File: src/rtl/cpu_types_pkg.sv
// Shared CPU datapath types used across the pipeline blocks.
package cpu_types_pkg;

    typedef logic [4:0]  regbits_t;
    typedef logic [31:0] word_t;

endpackage

File: src/rtl/pipe_ctrl_pkg.sv
// Types and constants shared by the pipeline controller and its helpers.
package pipe_ctrl_pkg;

    import cpu_types_pkg::*;

    typedef enum logic [1:0] {
        RUN   = 2'd0,
        DWAIT = 2'd1,
        HALT  = 2'd2
    } state_t;

    localparam regbits_t REG_ZERO = 5'd0;

endpackage

File: src/rtl/hazard_detect.sv
// Load-use hazard compare: a load in EX whose destination feeds ID.
module hazard_detect
    import pipe_ctrl_pkg::*;
    import cpu_types_pkg::*;
(
    input  logic     ex_MemRead,
    input  regbits_t ex_wsel,
    input  regbits_t id_rs,
    input  regbits_t id_rt,
    input  logic     id_uses_rt,
    output logic     lu_hazard
);

    // $zero is hardwired, so a load targeting it never creates a dependency.
    always_comb begin
        lu_hazard = ex_MemRead && (ex_wsel != REG_ZERO) &&
                    ((ex_wsel == id_rs) || (id_uses_rt && (ex_wsel == id_rt)));
    end

endmodule

File: config.mk
export PLATFORM = sky130hd
export DESIGN_NAME = hazard_detect
export DESIGN_NICKNAME = d
export VERILOG_FILES = /design/src/rtl/cpu_types_pkg.sv /design/src/rtl/pipe_ctrl_pkg.sv /design/src/rtl/hazard_detect.sv
export SDC_FILE = /design/constraint.sdc
export NUM_CORES = 1
export LEC_CHECK = 0
export CAP_MARGIN = 40
export CELL_PAD_IN_SITES_DETAIL_PLACEMENT = 0
export CELL_PAD_IN_SITES_GLOBAL_PLACEMENT = 2
export CORE_AREA = 8 8 45 47
export DETAILED_ROUTE_END_ITERATION = 10
export DIE_AREA = 0 0 53 55
export GPL_TIMING_DRIVEN = 0
export PLACE_DENSITY_LB_ADDON = 0.1
export SLEW_MARGIN = 30
export SYNTH_ARGS = -nofsm -noshare
export SYNTH_HDL_FRONTEND = slang
export SYNTH_SLANG_ARGS = --single-unit
File: constraint.sdc
create_clock -name vclk -period 2.3
set_input_delay 0.23 -clock vclk [all_inputs]
set_output_delay 0.23 -clock vclk [all_outputs]
set_load 0.1 [all_outputs]
==> impl_metrics.json, run 1 <==
{
  "hold_end": "lu_hazard",
  "cp-start-kind": "input pin",
  "start_util_pct": 9.58,
  "nets": 54,
  "hp-class": "input pin to primary output",
  "status": "complete, no violations",
  "drv_slew": 0,
  "synth_top_area_share_pct": 46.2,
  "avgViaCountPerCell": 3.59,
  "crit_path_max_fanout": 3,
  "final_core_util_pct": 25.0,
  "p_total_uw": 58.0,
  "drc_errors": 0,
  "die_y_um": 55,
  "power_density_nw_per_um2": 168,
  "layout_setup_ws_ps": 368,
  "drtIter0Drc": 0,
  "place_congestion": 0.684,
  "worstMarginPinSlew_ps": 226,
  "rsz0062_at_grt": "no",
  "drt-pass1-iter-count": 1,
  "dp_slack_ps": -124,
  "cap_violations": 0,
  "criticalPathCategory": "input pin to primary output",
  "ys_seq_area_share_pct": 0,
  "worstPathArrival_ps": 1700,
  "yosysWarnings": 0,
  "core.rowCount": 14,
  "critPathRequiredTime_ps": 2070,
  "grt_overflow": 0,
  "min_from": "ex_wsel[0]",
  "core-area_um2": 1380,
  "seqCellArea_um2": 0,
  "area_growth_pct": 160,
  "finalInstanceArea_um2": 345,
  "fin_tns_setup_ps": 0,
  "wire_per_inst_um": 12.4,
  "multi_input_area_um2": 136,
  "peakVddDrop_mv": 0.0353,
  "holdPathStages": 4,
  "ctsHoldBuffers": 0,
  "synth_cell_types": 8,
  "cp-end-kind": "primary output",
  "grt_start_max_net_pins": 4,
  "io_buffers": 18,
  "slew_headroom_pct": 84.8,
  "nFillCells": 147,
  "die_w_um": 53,
  "synth_top_cell_by_area": "xor2_1",
  "leakage_nw": 0.118,
  "ios": 18,
  "layout.cells.non_filler": 51,
  "finalSetupViolations": 0,
  "grt_pass1_vias": 199,
  "fmax_ghz": 0.518,
  "fin_crit_sh_pct": 84.0,
  "seq_cells": 0,
  "antenna_found_initial": 0,
  "num_antenna_cells": 0,
  "grtUsageTotal_pct": 4.69,
  "layout-drive-gt1-share_pct": 8.57,
  "dpl_cell_area_um2": 352,
  "grt_pass1_wl_um": 1070,
  "drt-total-wl_um": 634,
  "dp_cells": 52,
  "postSynthCellCount": 17,
  "dieArea_um2": 2920,
  "syn_area_um2": 133,
  "synth.avg_cell_area_um2": 7.80,
  "routed-via-count": 183,
  "synthTopCellsByArea": "xor2_1 (46%), xnor2_1 (20%), nor4_2 (9.4%)",
  "drtAntennaViolNets": 0,
  "hold_viol_final": 0,
  "syn_nets": 34,
  "timing.hold.ws_ps": 1120,
  "min_period_ps": 1930,
  "clock_buffers": 0
}
==> worst max-delay path by stage <==
stage                     from   endpoint  slack [ps]
finish              ex_wsel[3]  lu_hazard         370
global route        ex_wsel[3]  lu_hazard         290
CTS                 ex_wsel[3]  lu_hazard         350
detailed placement  ex_wsel[0]  lu_hazard        -120
global placement    ex_wsel[3]  lu_hazard        -550
floorplan           ex_wsel[3]  lu_hazard         460
==> synth_stat cells, drive strengths merged <==
library cell,n
o21ai,1
a21oi,1
xor2,7
or4,1
nor4,1
nand3,2
nor3,1
xnor2,3
==> what timing repair did <==
| action | in CTS | in global routing |
|---|---|---|
| buffers inserted | 0 | 0 |
| gates resized for setup | 2 | 0 |
| setup endpoints to repair | 1 | 0 |
==> kinds of logic after synthesis <==
group                     Yosys count  share of synthesized area, %
xor gates and xnor gates           10                          66.0
and+or+nand+nor                     5                          26.4
AOI/OAI and AO/OA                   2                          7.54
==> critical path, cell delays in order <==
cell and delay, ps:
clkdlybuf4s50_1 470, xor2_1 190, nor4_2 290, nand3_1 120, a21oi_2 200, buf_12 190
==> final cells by class <==
type                       count  share of cell area, %
multi-input combinational     17                   39.5
tap                           16                   5.80
timing repair buffer          18                   54.7
==> layer usage <==
| layer | global-route usage (%) | share of wire, % | up-vias |
|---|---|---|---|
| li1 | - | - | 96 |
| met1 | 6.33 | 50 | 74 |
| met2 | 7.42 | 40 | 13 |
| met3 | 1.60 | 11 | 0 |
| met4 | 0 | 0 | 0 |
| met5 | 0 | 0 | - |
==> power by group <==
group	total (mW)	internal (mW)	switching (mW)
Sequential	0	0	0
Combinational	0.0580	0.0368	0.0212
Clock	0	0	0
Total	0.0580	0.0368	0.0212
==> placed cells by master, fill, tap and decap left out, drive strengths merged <==
cell,count
nor3,1
a21oi,1
buf,1
or4,1
nand3,2
clkdlybuf4s50,16
o21ai,1
xor2,7
nor4,1
xnor2,3
dlygate4sd2,1
(Power assumes the default switching activity.)
==> run 2: changes to the inputs <==
--- a/config.mk
+++ b/config.mk
@@ -8,9 +8,9 @@
 export CAP_MARGIN = 40
 export CELL_PAD_IN_SITES_DETAIL_PLACEMENT = 0
 export CELL_PAD_IN_SITES_GLOBAL_PLACEMENT = 2
-export CORE_AREA = 8 8 45 47
+export CORE_MARGIN = 8
+export CORE_UTILIZATION = 10
 export DETAILED_ROUTE_END_ITERATION = 10
-export DIE_AREA = 0 0 53 55
 export GPL_TIMING_DRIVEN = 0
 export PLACE_DENSITY_LB_ADDON = 0.1
 export SLEW_MARGIN = 30
==> constraint.sdc (replaced) <==
create_clock -name vclk -period 1.76
set_input_delay 0.176 -clock vclk [all_inputs]
set_output_delay 0.176 -clock vclk [all_outputs]
set_load 0.1 [all_outputs]
==> run 2 against run 1 <==
Compared with the run above:
- non-clock buffer count did not move
- first-iteration DRC count increased by 1
- critical path depth stayed put
- global-route usage fell by 0.73 points
- setup slack got worse by 200 ps
- power grew 23%
- via count shrank 5.5%
==> impl_metrics.json, run 2 (same netlist as run 1, synthesis figures left out) <==
{
  "worstPathArrival_ps": 1410,
  "grt_start_max_net_pins": 4,
  "criticalPathCategory": "input pin to primary output",
  "avgViaCountPerCell": 3.46,
  "drt-pass1-iter-count": 4,
  "layout_setup_ws_ps": 170,
  "die_w_um": 52.4,
  "drtIter0Drc": 1,
  "grt_pass1_wl_um": 897,
  "timing.hold.ws_ps": 924,
  "drt-total-wl_um": 574,
  "dieArea_um2": 2750,
  "routed-via-count": 173,
  "area_growth_pct": 164,
  "core.rowCount": 13,
  "place_congestion": 0.639,
  "hp-class": "input pin to primary output",
  "cap_violations": 0,
  "worstMarginPinSlew_ps": 218,
  "wire_per_inst_um": 11.5,
  "ios": 18,
  "drtAntennaViolNets": 0,
  "dp_slack_ps": -552,
  "critPathSlowestCell": "clkdlybuf4s50_1",
  "clock_buffers": 0,
  "slew_headroom_pct": 85.4,
  "leakage_nw": 0.159,
  "die_y_um": 52.4,
  "antenna_found_initial": 0,
  "max_stage_delay_ps": 410,
  "grt_overflow": 0,
  "drv_slew": 0,
  "io_buffers": 18,
  "grtUsageTotal_pct": 3.96,
  "core-area_um2": 1270,
  "post_cts_buffers": 0,
  "finalSetupViolations": 0,
  "num_antenna_cells": 0,
  "ctsHoldBuffers": 0,
  "grt_pass1_vias": 199,
  "rsz0062_at_grt": "no",
  "layout-drive-gt1-share_pct": 8.57,
  "hold_viol_final": 0,
  "power_density_nw_per_um2": 203,
  "cp-end-kind": "primary output",
  "holdPathStages": 5,
  "min_period_ps": 1590,
  "critPathRequiredTime_ps": 1580,
  "fin_crit_sh_pct": 90.4,
  "status": "complete, no violations",
  "crit_path_max_fanout": 1,
  "drc_errors": 0,
  "fmax_ghz": 0.629,
  "peakVddDrop_mv": 0.0519,
  "seqCellArea_um2": 0,
  "final_cell_mix": "clkdlybuf4s50_1 (9), xor2_1 (7), dlymetal6s2s_1 (4), dlygate4sd2_1 (4), xnor2_1 (3)",
  "start_util_pct": 10.5,
  "seq_cells": 0,
  "nets": 54,
  "crit_chain": "clkdlybuf4s50_1 -> xor2_1 -> nor4_2 -> nand3_1 -> a21oi_2 -> buf_12",
  "layout_commonest_cell": "clkdlybuf4s50_1",
  "cp-start-kind": "input pin"
}
-- run 2: timing repair --
item	in CTS	in global routing
setup endpoints to repair	1	1
gates resized for setup	5	4
pin swaps	1	3
-- run 2: layout make-up --
cell class,instances,area [um^2]
multi-input cells,17,136
repair buffers,18,195
fillers,145,918
well taps,15,18.8
-- run 2: per-stage QoR --
stage               setup TNS (ps)  instance area (um^2)  power, mW  util (%)  cells
floorplan                        0                   136     0.0269         -     17
global placement              -966                   335     0.0745      26.4     50
detailed placement            -552                   350     0.0769      27.6     51
CTS                              0                   340     0.0736      26.8     50
global route                     0                   350     0.0772      27.6     50
finish                           0                   350     0.0711      27.6     50
-- run 2: per-layer routing --
| metal | track usage (%) | part of all wire [%] | vias to the layer above |
|---|---|---|---|
| met1 | 5.07 | 43 | 67 |
| met4 | 0 | 0 | 0 |
| li1 | - | - | 96 |
| met3 | 1.42 | 11 | 0 |
| met5 | 0 | 0 | - |
| met2 | 6.52 | 46 | 10 |
-- run 2: worst paths after layout --
| path | from | endpoint |
|---|---|---|
| max | id_rt[3] | lu_hazard |
| min | ex_wsel[2] | lu_hazard |
-- run 2: power by group --
group / leakage (nW) / switching, mW / internal [mW]
Combinational: 0.159 / 0.0269 / 0.0442
Sequential: 0 / 0 / 0
Clock: 0 / 0 / 0
-- run 2: worst max-delay path, delay by kind of cell --
family / cells / cell delay (ps)
buffers and inverters: 2 / 600
xor gates and xnor gates: 1 / 150
and+or+nand+nor: 2 / 270
AOI/OAI and AO/OA: 1 / 200
==> run 3: changes to the inputs <==
--- a/config.mk
+++ b/config.mk
@@ -5,6 +5,7 @@
 export SDC_FILE = /design/constraint.sdc
 export NUM_CORES = 1
 export LEC_CHECK = 0
+export ABC_AREA = 0
 export CAP_MARGIN = 40
 export CELL_PAD_IN_SITES_DETAIL_PLACEMENT = 0
 export CELL_PAD_IN_SITES_GLOBAL_PLACEMENT = 2
@@ -12,7 +13,7 @@
 export CORE_UTILIZATION = 10
 export DETAILED_ROUTE_END_ITERATION = 10
 export GPL_TIMING_DRIVEN = 0
-export PLACE_DENSITY_LB_ADDON = 0.1
+export PLACE_DENSITY = 0.87
 export SLEW_MARGIN = 30
 export SYNTH_ARGS = -nofsm -noshare
 export SYNTH_HDL_FRONTEND = slang
==> run 3 against run 2 <==
Compared with the run above:
- setup slack got worse by 41 ps
- cell count unchanged
- critical endpoint unchanged
- largest power group unchanged
- highest routed layer unchanged
- flip-flop and latch count unchanged
- cell area is 1.4% higher
- power rose by 2.2%
==> impl_metrics.json, run 3 (same netlist as run 1, synthesis figures left out) <==
{
  "drv_slew": 0,
  "seq_cells": 0,
  "cap_violations": 0,
  "hp-class": "input pin to primary output",
  "peakVddDrop_mv": 0.0506,
  "crit_path_max_fanout": 1,
  "area_growth_pct": 168,
  "antenna_found_initial": 0,
  "layout_commonest_cell": "clkdlybuf4s50_1",
  "grt_start_max_net_pins": 4,
  "drtAntennaViolNets": 0,
  "drt-total-wl_um": 538,
  "layout.cells.non_filler": 50,
  "grt_pass1_vias": 192,
  "die_y_um": 52.4,
  "power_density_nw_per_um2": 205,
  "num_antenna_cells": 0,
  "timing.hold.ws_ps": 897,
  "worst-path-buf-inv": 2,
  "multi_input_area_um2": 140,
  "layout_setup_ws_ps": 129,
  "cp-end-kind": "primary output",
  "worstPathArrival_ps": 1460,
  "worstMarginPinSlew_ps": 181,
  "rsz0062_at_grt": "no",
  "drtIter0Drc": 0,
  "ctsHoldBuffers": 0,
  "crit_family": "buffers and inverters",
  "crit_chain": "clkdlybuf4s50_1 -> xor2_1 -> nor4_2 -> nand3_1 -> a21oi_2 -> buf_12",
  "grtUsageTotal_pct": 3.90,
  "critPathRequiredTime_ps": 1580,
  "routed-via-count": 175,
  "dp_slack_ps": -514,
  "finalSetupViolations": 0,
  "fin_crit_sh_pct": 92.7,
  "slew_headroom_pct": 87.9,
  "layout-drive-gt1-share_pct": 11.4,
  "seqCellArea_um2": 0,
  "criticalPathCategory": "input pin to primary output",
  "start_util_pct": 10.5,
  "nets": 54,
  "critPathSlowestCell": "clkdlybuf4s50_1",
  "dp_cells": 51,
  "grt_pass1_wl_um": 862,
  "cp-start-kind": "input pin",
  "fmax_ghz": 0.613,
  "nFillCells": 148,
  "wire_per_inst_um": 10.8,
  "grt_overflow": 0,
  "die_w_um": 52.4,
  "avgViaCountPerCell": 3.50,
  "hold_viol_final": 0,
  "post_cts_buffers": 0,
  "ios": 18,
  "leakage_nw": 0.159,
  "drc_errors": 0,
  "place_congestion": 0.646,
  "min_period_ps": 1630,
  "final_cell_mix": "clkdlybuf4s50_1 (10), xor2_1 (7), dlymetal6s2s_1 (4)",
  "status": "complete, no violations",
  "core.rowCount": 13,
  "max_stage_delay_ps": 410,
  "clock_buffers": 0,
  "io_buffers": 18,
  "core-area_um2": 1270,
  "fin_tns_setup_ps": 0,
  "drt-pass1-iter-count": 1,
  "dieArea_um2": 2750
}
run 3: cell count changes in the layout (fill, tap and decap cells not counted):
cell / delta
clkdlybuf4s50_1: +1
dlygate4sd2_1: -1
o21ai_1: -1
o21ai_2: +1
run 3: stage by stage:
step	util [%]	cell area [um^2]	power, mW
floorplan	-	136	0.0269
global placement	26.4	335	0.0741
detailed placement	27.6	350	0.0765
CTS	26.9	342	0.0742
global route	28.0	355	0.0793
finish	28.0	355	0.0727
run 3: final timing paths:
| kind | start | endpoint | slack [ps] | cells past startpoint |
|---|---|---|---|---|
| setup / recovery | id_rt[4] | lu_hazard | 130 | 6 |
| hold / removal | ex_wsel[2] | lu_hazard | 900 | 5 |
run 3: tightest hold or removal path, cell delays in order:
cell and delay [ps]:
dlymetal6s2s_1 150, xnor2_1 80, nand3_1 90, a21oi_2 70
buf_12 160
run 3: where the power goes:
part | switching, mW | internal (mW) | total [mW] | leakage, nW
Combinational | 0.0273 | 0.0454 | 0.0727 | 0.159
Sequential | 0 | 0 | 0 | 0
Clock | 0 | 0 | 0 | 0
Total | 0.0273 | 0.0454 | 0.0727 | 0.159
run 3: final cells by class:
type	instances	share of cell area, %
tap	15	5.28
timing repair buffer	18	55.3
multi-input combinational	17	39.4
run 3: metal layers:
layer | GRT usage (%) | wire length, um | vias up
li1 | - | - | 96
met2 | 6.52 | 253 | 10
met4 | 0 | 0 | 0
met1 | 4.91 | 221 | 69
met3 | 1.42 | 63 | 0
met5 | 0 | 0 | -
run 3: what timing repair did:
action	CTS	global route
endpoints found under the hold margin	0	0
pin swaps	1	3
endpoints found under the setup margin	1	1
gates resized for setup	4	5
